[src/rtl/addn_seq_pkg.sv]
// Shared definitions for the sequential chunked adder: FSM encoding, sizing helpers
// and the 1-bit full-adder cell used to build the chunk adder.
package addn_seq_pkg;

  localparam logic [1:0] StIdle = 2'd0;
  localparam logic [1:0] StRun  = 2'd1;
  localparam logic [1:0] StDone = 2'd2;

  function automatic int unsigned num_chunks(int unsigned n, int unsigned w);
    return n / w;
  endfunction

  // Chunk index counter never narrower than one bit, even for a single chunk.
  function automatic int unsigned idx_width(int unsigned chunks);
    return (chunks > 1) ? $clog2(chunks) : 1;
  endfunction

  // 1-bit full adder cell, result packed as {carry, sum}.
  function automatic logic [1:0] full_add(logic x, logic y, logic ci);
    return {(x & y) | (x & ci) | (y & ci), x ^ y ^ ci};
  endfunction

endpackage

[src/rtl/addn_seq_addw.sv]
// W-bit ripple-carry chunk adder assembled from the 1-bit full-adder cell.
module addw
  import addn_seq_pkg::*;
#(
  parameter int unsigned W = 8
) (
  input  logic [W-1:0] a,
  input  logic [W-1:0] b,
  input  logic         cin,
  output logic [W-1:0] sum,
  output logic         cout
);

  logic [W:0] carry;

  assign carry[0] = cin;

  for (genvar i = 0; i < W; i++) begin : g_bit
    logic [1:0] res;
    assign res          = full_add(a[i], b[i], carry[i]);
    assign sum[i]       = res[0];
    assign carry[i + 1] = res[1];
  end

  assign cout = carry[W];

endmodule

[src/rtl/addn_seq.sv]
// Multi-cycle N-bit adder: one W-bit chunk per clock, LSB first, with valid/ready handshake.
// Optional subtract support (sub port) is enabled by defining ADDN_SEQ_SUB_EN.
module addn_seq
  import addn_seq_pkg::*;
#(
  parameter int unsigned N = 32,
  parameter int unsigned W = 8
) (
  input  logic         clk,
  input  logic         reset,
  input  logic         in_valid,
  output logic         in_ready,
  input  logic [N-1:0] a,
  input  logic [N-1:0] b,
  input  logic         cin,
`ifdef ADDN_SEQ_SUB_EN
  input  logic         sub,
`endif
  output logic         out_valid,
  input  logic         out_ready,
  output logic [N-1:0] sum,
  output logic         cout,
  output logic         overflow
);

  localparam int unsigned Chunks = num_chunks(N, W);
  localparam int unsigned IdxW   = idx_width(Chunks);
  localparam logic [IdxW-1:0] LastIdx = IdxW'(Chunks - 1);

  if ((W == 0) || (N % W != 0)) begin : g_bad_cfg
    $error("addn_seq: N must be a non-zero multiple of W");
  end

  logic [1:0]      state_q, state_d;
  logic [IdxW-1:0] idx_q, idx_d;
  logic            carry_q, carry_d;
  logic [N-1:0]    a_q, a_d;
  logic [N-1:0]    b_q, b_d;
  logic [N-1:0]    sum_q, sum_d;
  logic            cout_q, cout_d;
  logic            ovf_q, ovf_d;

  logic [N-1:0] b_eff;
  logic [W-1:0] a_chunk, b_chunk, chunk_sum;
  logic         chunk_cout;
  logic         accept;

`ifdef ADDN_SEQ_SUB_EN
  assign b_eff = sub ? ~b : b;
`else
  assign b_eff = b;
`endif

  assign in_ready  = (state_q == StIdle) && !reset;
  assign out_valid = (state_q == StDone);
  assign accept    = in_valid && in_ready;

  assign a_chunk = a_q[idx_q * W +: W];
  assign b_chunk = b_q[idx_q * W +: W];

  // Single chunk adder shared across all RUN cycles.
  addw #(
    .W (W)
  ) u_addw (
    .a    (a_chunk),
    .b    (b_chunk),
    .cin  (carry_q),
    .sum  (chunk_sum),
    .cout (chunk_cout)
  );

  always_comb begin
    state_d = state_q;
    idx_d   = idx_q;
    carry_d = carry_q;
    a_d     = a_q;
    b_d     = b_q;
    sum_d   = sum_q;
    cout_d  = cout_q;
    ovf_d   = ovf_q;

    case (state_q)
      StIdle: begin
        if (accept) begin
          a_d     = a;
          b_d     = b_eff;
          carry_d = cin;
          idx_d   = '0;
          state_d = StRun;
        end
      end
      StRun: begin
        sum_d[idx_q * W +: W] = chunk_sum;
        carry_d = chunk_cout;
        idx_d   = idx_q + 1'b1;
        if (idx_q == LastIdx) begin
          idx_d   = '0;
          cout_d  = chunk_cout;
          // Final sum MSB comes straight from this chunk, not yet in sum_q.
          ovf_d   = (a_q[N-1] == b_q[N-1]) && (chunk_sum[W-1] != a_q[N-1]);
          state_d = StDone;
        end
      end
      StDone: begin
        if (out_ready) begin
          state_d = StIdle;
        end
      end
      default: state_d = StIdle;
    endcase
  end

  always_ff @(posedge clk) begin
    if (reset) begin
      state_q <= StIdle;
      idx_q   <= '0;
      carry_q <= 1'b0;
      a_q     <= '0;
      b_q     <= '0;
      sum_q   <= '0;
      cout_q  <= 1'b0;
      ovf_q   <= 1'b0;
    end else begin
      state_q <= state_d;
      idx_q   <= idx_d;
      carry_q <= carry_d;
      a_q     <= a_d;
      b_q     <= b_d;
      sum_q   <= sum_d;
      cout_q  <= cout_d;
      ovf_q   <= ovf_d;
    end
  end

  assign sum      = sum_q;
  assign cout     = cout_q;
  assign overflow = ovf_q;

endmodule

[config.mk]
export PLATFORM = sky130hd
export DESIGN_NAME = addn_seq
export DESIGN_NICKNAME = d
export VERILOG_FILES = /design/src/rtl/addn_seq_pkg.sv /design/src/rtl/addn_seq_addw.sv /design/src/rtl/addn_seq.sv
export SDC_FILE = /design/constraint.sdc
export NUM_CORES = 1
export LEC_CHECK = 0
export CORE_UTILIZATION = 49
export CTS_CLUSTER_SIZE = 28
export DETAILED_ROUTE_END_ITERATION = 10
export PLACE_DENSITY = 0.79
export SYNTH_ARGS = -nofsm -noshare
export SYNTH_HDL_FRONTEND = slang
export SYNTH_SLANG_ARGS = --single-unit
[constraint.sdc]
create_clock -name clk -period 5.6 [get_ports clk]
set_input_delay 0.56 -clock clk [delete_from_list [all_inputs] [get_ports clk]]
set_output_delay 0.56 -clock clk [all_outputs]
set_load 0.05 [all_outputs]
## Word level (Yosys, flattened, before mapping)

Cells that the tools add are included.

- Output and inout port bits: 36
- Input bits: 69
- Logic and storage cells: 98
- Register bits after elaboration: 103

- Equality and inequality tests: 8
- Shifts and indexed selects: 4
- Multiplexer cells: 10
- $add $sub $neg: 2
- Bitwise operators: 56
- Reductions and logical operators: 10

Operators by type and width:

| kind | count |
|---|---|
| indexed part select 32 x 6 -> 8 bit | 2 |
| negator 5 -> 34 bit | 1 |
| variable shift 8 x 34 -> 32 bit, first input constant | 1 |
| indexed part select 8 x 34 -> 32 bit | 1 |
| bitwise mux 32 bit | 1 |
| AND 1 bit | 24 |
| bitwise OR 1 bit | 16 |
| XOR 1 bit | 16 |
| 2-to-1 mux 2 bit | 5 |
| one-hot mux 2 bit (3 select lines) | 1 |
| AND reduction 2 bit | 3 |
| equality test 2 bit, second input constant | 2 |
| != test 2 bit, second input constant | 2 |
| one-hot mux 2 bit (2 select lines) | 1 |
| logical AND 1 bit | 3 |
| AND reduction 3 bit | 1 |
| adder 2 x 1 -> 2 bit, second input constant | 1 |
| equality test 2 x 1 -> 1 bit, second input constant | 1 |
| logical NOT 2 bit | 1 |
| != test 2 x 1 -> 1 bit, second input constant | 1 |
| one-hot mux 1 bit (2 select lines) | 1 |
| nonzero test 2 bit | 1 |
| equality test 1 bit | 1 |
| logical NOT 1 bit | 1 |
| 2 further kinds | 2 |

## Logic depth before layout (Yosys ltp)

- Word-level depth: 26
- Gate-level depth with buffers: 16
- Depth with buffers taken out: 14

## Cells and area by module

From an unflattened synthesis, not the netlist that was laid out.

- Cells, all modules: 478
- Area total of the unflattened synthesis: 4,311.6 µm²

Modules (own cells, without submodules):

| module | seq. area each (µm²) | cells each | times used | area an instance (µm²) |
|---|---|---|---|---|
| addn_seq | 2,062.0 | 460 | 1 | 4,113.9 |
| addw | 0.0 | 18 | 1 | 197.7 |

## Worst setup path before layout

No wires, ideal clock.

- Path type: reg2reg
- From: reg idx_q[1]
- To: reg sum_q[23], in the netlist sum[23]
- Path slack: 0.902 ns
- Cell stages (with the launch flop): 16
- Buffers on the path: 2
- Data required time: 5.483 ns
- Data arrival time: 4.581 ns
- Setup time: 0.117 ns
- Clock period less this slack: 4.698 ns
- Cells stage by stage: dfxtp_1 -> clkbuf_1 -> buf_1 -> mux4_2 -> fa_1 -> inv_1 -> fa_1 -> fa_1 -> fa_1 -> fa_1 -> fa_1 -> fa_1 -> inv_1 -> fa_1 -> nor2b_1 -> a22o_1

- Cells in the longest elaborated chain, start to end: 25
- Elaborated cells between the ends (all ways): 57
- Those cells by class: add/sub (1); shift (4); mux (1); bitwise (51)

RTL lines:

| element | line | text |
|---|---|---|
| start: declaration | addn_seq.sv:35 | `logic [IdxW-1:0] idx_q, idx_d;` |
| start signal: assignment | addn_seq.sv:125 | `idx_q <= idx_d;` |
| indexed part select 32 x 6 -> 8 bit, on equally long branches | addn_seq.sv:58, addn_seq.sv:59 |  |
| AND 1 bit | addn_seq_pkg.sv:20 | `return {(x & y) \| (x & ci) \| (y & ci), x ^ y ^ ci};` |
| bitwise OR 1 bit (2 in series) | addn_seq_pkg.sv:20 |  |
| AND 1 bit | addn_seq_pkg.sv:20 |  |
| bitwise OR 1 bit (2 in series) | addn_seq_pkg.sv:20 |  |
| AND 1 bit | addn_seq_pkg.sv:20 |  |
| bitwise OR 1 bit (2 in series) | addn_seq_pkg.sv:20 |  |
| AND 1 bit | addn_seq_pkg.sv:20 |  |
| [... 3 more ...] | n/a |  |
| bitwise OR 1 bit (2 in series) | addn_seq_pkg.sv:20 |  |
| AND 1 bit | addn_seq_pkg.sv:20 |  |
| bitwise OR 1 bit (2 in series) | addn_seq_pkg.sv:20 |  |
| AND 1 bit | addn_seq_pkg.sv:20 |  |
| bitwise OR 1 bit (2 in series) | addn_seq_pkg.sv:20 |  |
| XOR 1 bit | addn_seq_pkg.sv:20 |  |
| indexed part select 8 x 34 -> 32 bit | addn_seq.sv:93 | `sum_d[idx_q * W +: W] = chunk_sum;` |
| bitwise mux 32 bit * | addn_seq.sv:93 |  |
| end signal: assignment | addn_seq.sv:129 | `sum_q <= sum_d;` |
| end: declaration | addn_seq.sv:39 | `logic [N-1:0] sum_q, sum_d;` |

Mark *: on every way between the ends. The rest lies on a longest branch, timed or not.
A chain may end at the register's enable or synchronous reset.

## Final worst setup path

- From: reg idx_q[0]
- To: reg sum_q[31], in the netlist sum[31]

The elaborated chain is that of the path after synthesis.

==> impl_metrics.json <==
{
  "status": "completed",
  "wl_um": 9910,
  "max_stage_delay_ps": 760,
  "rows": 33,
  "ant_nets": 0,
  "dr.pass1.iters": 4,
  "yosys-top-cells-count": "nand2_1, dfxtp_1, a21oi_1, a22o_1, inv_1",
  "cp_common_cell": "fa_1",
  "synth_warnings": 0,
  "rsz0062_at_grt": "false",
  "area_growth_pct": 28.9,
  "cts_max_level": 3,
  "final_layout_size_suffix_gt1_share_pct": 7.48,
  "leakagePower_nw": 1.91,
  "startpoint_type": "flop",
  "cts_tree": "built",
  "cp_num_buf_inv": 2,
  "crit_arrival_ps": 5010,
  "grt_pass1_vias": 3266,
  "clkTransAtPathRegs_ps": 100,
  "cts-root-buf": "clkbuf_8",
  "relSlewSlack_pct": 42.3,
  "die_h_um": 95.2,
  "endpoint_kind": "flop",
  "grt.total_usage_pct": 23.2,
  "cts_made_buffers": 9,
  "grt_pass1_wl_um": 16000,
  "slew_violations": 0,
  "dp_hpwl_um": 7220,
  "vias": 3498,
  "path_cells": "mux4_2, fa_1, inv_1, fa_1, fa_1, fa_1, fa_1, fa_1, fa_1, inv_1, fa_1, nor2b_1, a22o_1",
  "vias_per_cell": 5.36,
  "insertedDiodeCount": 0,
  "ios": 105,
  "fmax_ghz": 0.211,
  "ys_top_cells_by_area": "dfxtp_1, nand2_1, a21oi_1",
  "ys_seq_area_share_pct": 48.5,
  "worst-r2r-setup-slack_ps": 870,
  "critPathTopFamily": "adder cells",
  "crit_required_ps": 5880,
  "ctsLongestPathBuffers": 2,
  "syn-cell-area_mm2": 0.00425,
  "synth.distinct_cells": 30,
  "die_w_um": 95.2,
  "final_nets": 626,
  "path_class": "flop to flop",
  "synthArstFlopShare_pct": 0,
  "synth.most_common_cell": "nand2_1",
  "syn_avg_cell_area_um2": 9.37,
  "drc": 0,
  "dieArea_mm2": 0.00906,
  "routedWlPerCell_um": 15.2,
  "portBuffers": 104,
  "hold_viol": 0,
  "power_mw": 1.39,
  "ctsHoldBuffers": 0,
  "start_util_pct": 51.3,
  "setup_viol": 0,
  "syn_nets": 537,
  "synth-seq-cells": 103,
  "cts_setup_buffers": 0,
  "worstMarginPinSlew_ps": 858,
  "synth_edf_count": 0,
  "overflow": 0,
  "cts_num_sinks": 103,
  "ir_drop_uv": 150,
  "synth_flop_cell": "dfxtp_1",
  "worstPathMaxFanout": 11,
  "grt_max_degree": 68,
  "netlist_instances": 454,
  "drt_iter0_drc": 180,
  "drv_cap": 0,
  "finalClockSkew_ps": 15.0,
  "yosys.area.top_type": "dfxtp_1",
  "setup-tns-final_ps": 0,
  "synth_top_area_share_pct": 48.5,
  "grt_antenna_before_repair": 0,
  "ctsResizeCount": 0,
  "gp_congestion": 0.809,
  "hp-class": "flop to flop",
  "fin_crit_ps": 4730,
  "clkLatencyLatePin_ps": 380,
  "finalCritPeriodShare_pct": 84.5,
  "slowest_stage": "dfxtp_1",
  "cellPowerDensity_mw_per_mm2": 253,
  "core_area_mm2": 0.00830
}
-- final cells by class --
| class | count | area, µm² |
|---|---|---|
| clock buffers | 10 | 128 |
| clock inverters | 6 | 52.6 |
| fillers | 688 | 2820 |
| inverters | 17 | 63.8 |
| multi-input cells | 303 | 1970 |
| flip-flops and latches | 103 | 2060 |
| well taps | 105 | 131 |
| repair buffers | 109 | 1070 |
-- state kept, by name (all words and copies together), names as in the netlist --
name and count:
cout 1, idx_q 2, b_q 32, a_q 32, carry_q 1, overflow 1, sum 32, state_q 2
-- power by group --
group          switching (mW)  total [mW]  internal [mW]
clock                   0.268       0.436          0.168
sequential             0.0186       0.774          0.756
combinational          0.0886       0.177         0.0888
total                   0.375        1.39           1.01
-- routing by layer --
layer / GRT usage, % / wire length [µm] / share of wire, %
met5: 0 / 0 / 0
met4: 9.85 / 211 / 2.1
met3: 3.99 / 459 / 4.6
met2: 36.9 / 4820 / 49
met1: 31.1 / 4420 / 45
-- kinds of logic after synthesis --
| family | count (synthesis) | synth area share [%] |
|---|---|---|
| flops | 103 | 48.5 |
| simple gates | 166 | 16.6 |
| buf+inv | 48 | 5.32 |
| mux | 17 | 8.71 |
| compound gates | 106 | 15.4 |
| fa+ha+maj | 14 | 5.53 |
-- metrics by stage --
stage                     util (%)  setup WS (ps)  instance area, µm²  cells  hold slack, ps
after floorplan                  -            902                4250    454             433
after global placement        63.9            948                5300    637             440
after detailed placement      63.9            879                5300    637             446
after CTS                     66.1            838                5480    653             459
after global routing          66.1            617                5480    653             479
final                         66.1            870                5480    653             456
-- placed cells by master, fill, tap and decap left out, drive strengths merged, types with 2 or more instances in the layout --
master         netlist  final
nand3                2      2
nor4                 2      2
clkinv               0      2
buf                 16      6
nor3                 4      4
nand2              132    132
clkdlybuf4s50        0    103
dfxtp              103    103
clkbuf              15     10
inv                 17     19
fa                   8      8
ha                   6      6
nor2b                4      4
nor2                12     12
a22o                32     32
nor4b                2      2
mux4                16     16
nand2b               2      2
clkinvlp             0      2
a21oi               72     72
-- worst reg2reg max path: stages (launching register included) --
cell     delay (ps)
dfxtp_1         760
mux4_2          370
fa_1            160
inv_1            50
fa_1            390
fa_1            400
fa_1            390
fa_1            400
fa_1            400
fa_1            370
inv_1            80
fa_1            440
nor2b_1         190
a22o_1          250
-- final timing paths --
check | start | end | cells after the start
max reg2reg | idx_q[0] | sum[31] | 13
min reg2reg | b_q[16] | b_q[16] | 2
min | b_q[16] | b_q[16] | 2
max | idx_q[0] | sum[31] | 13
Power figures use the tool's default switching activity.
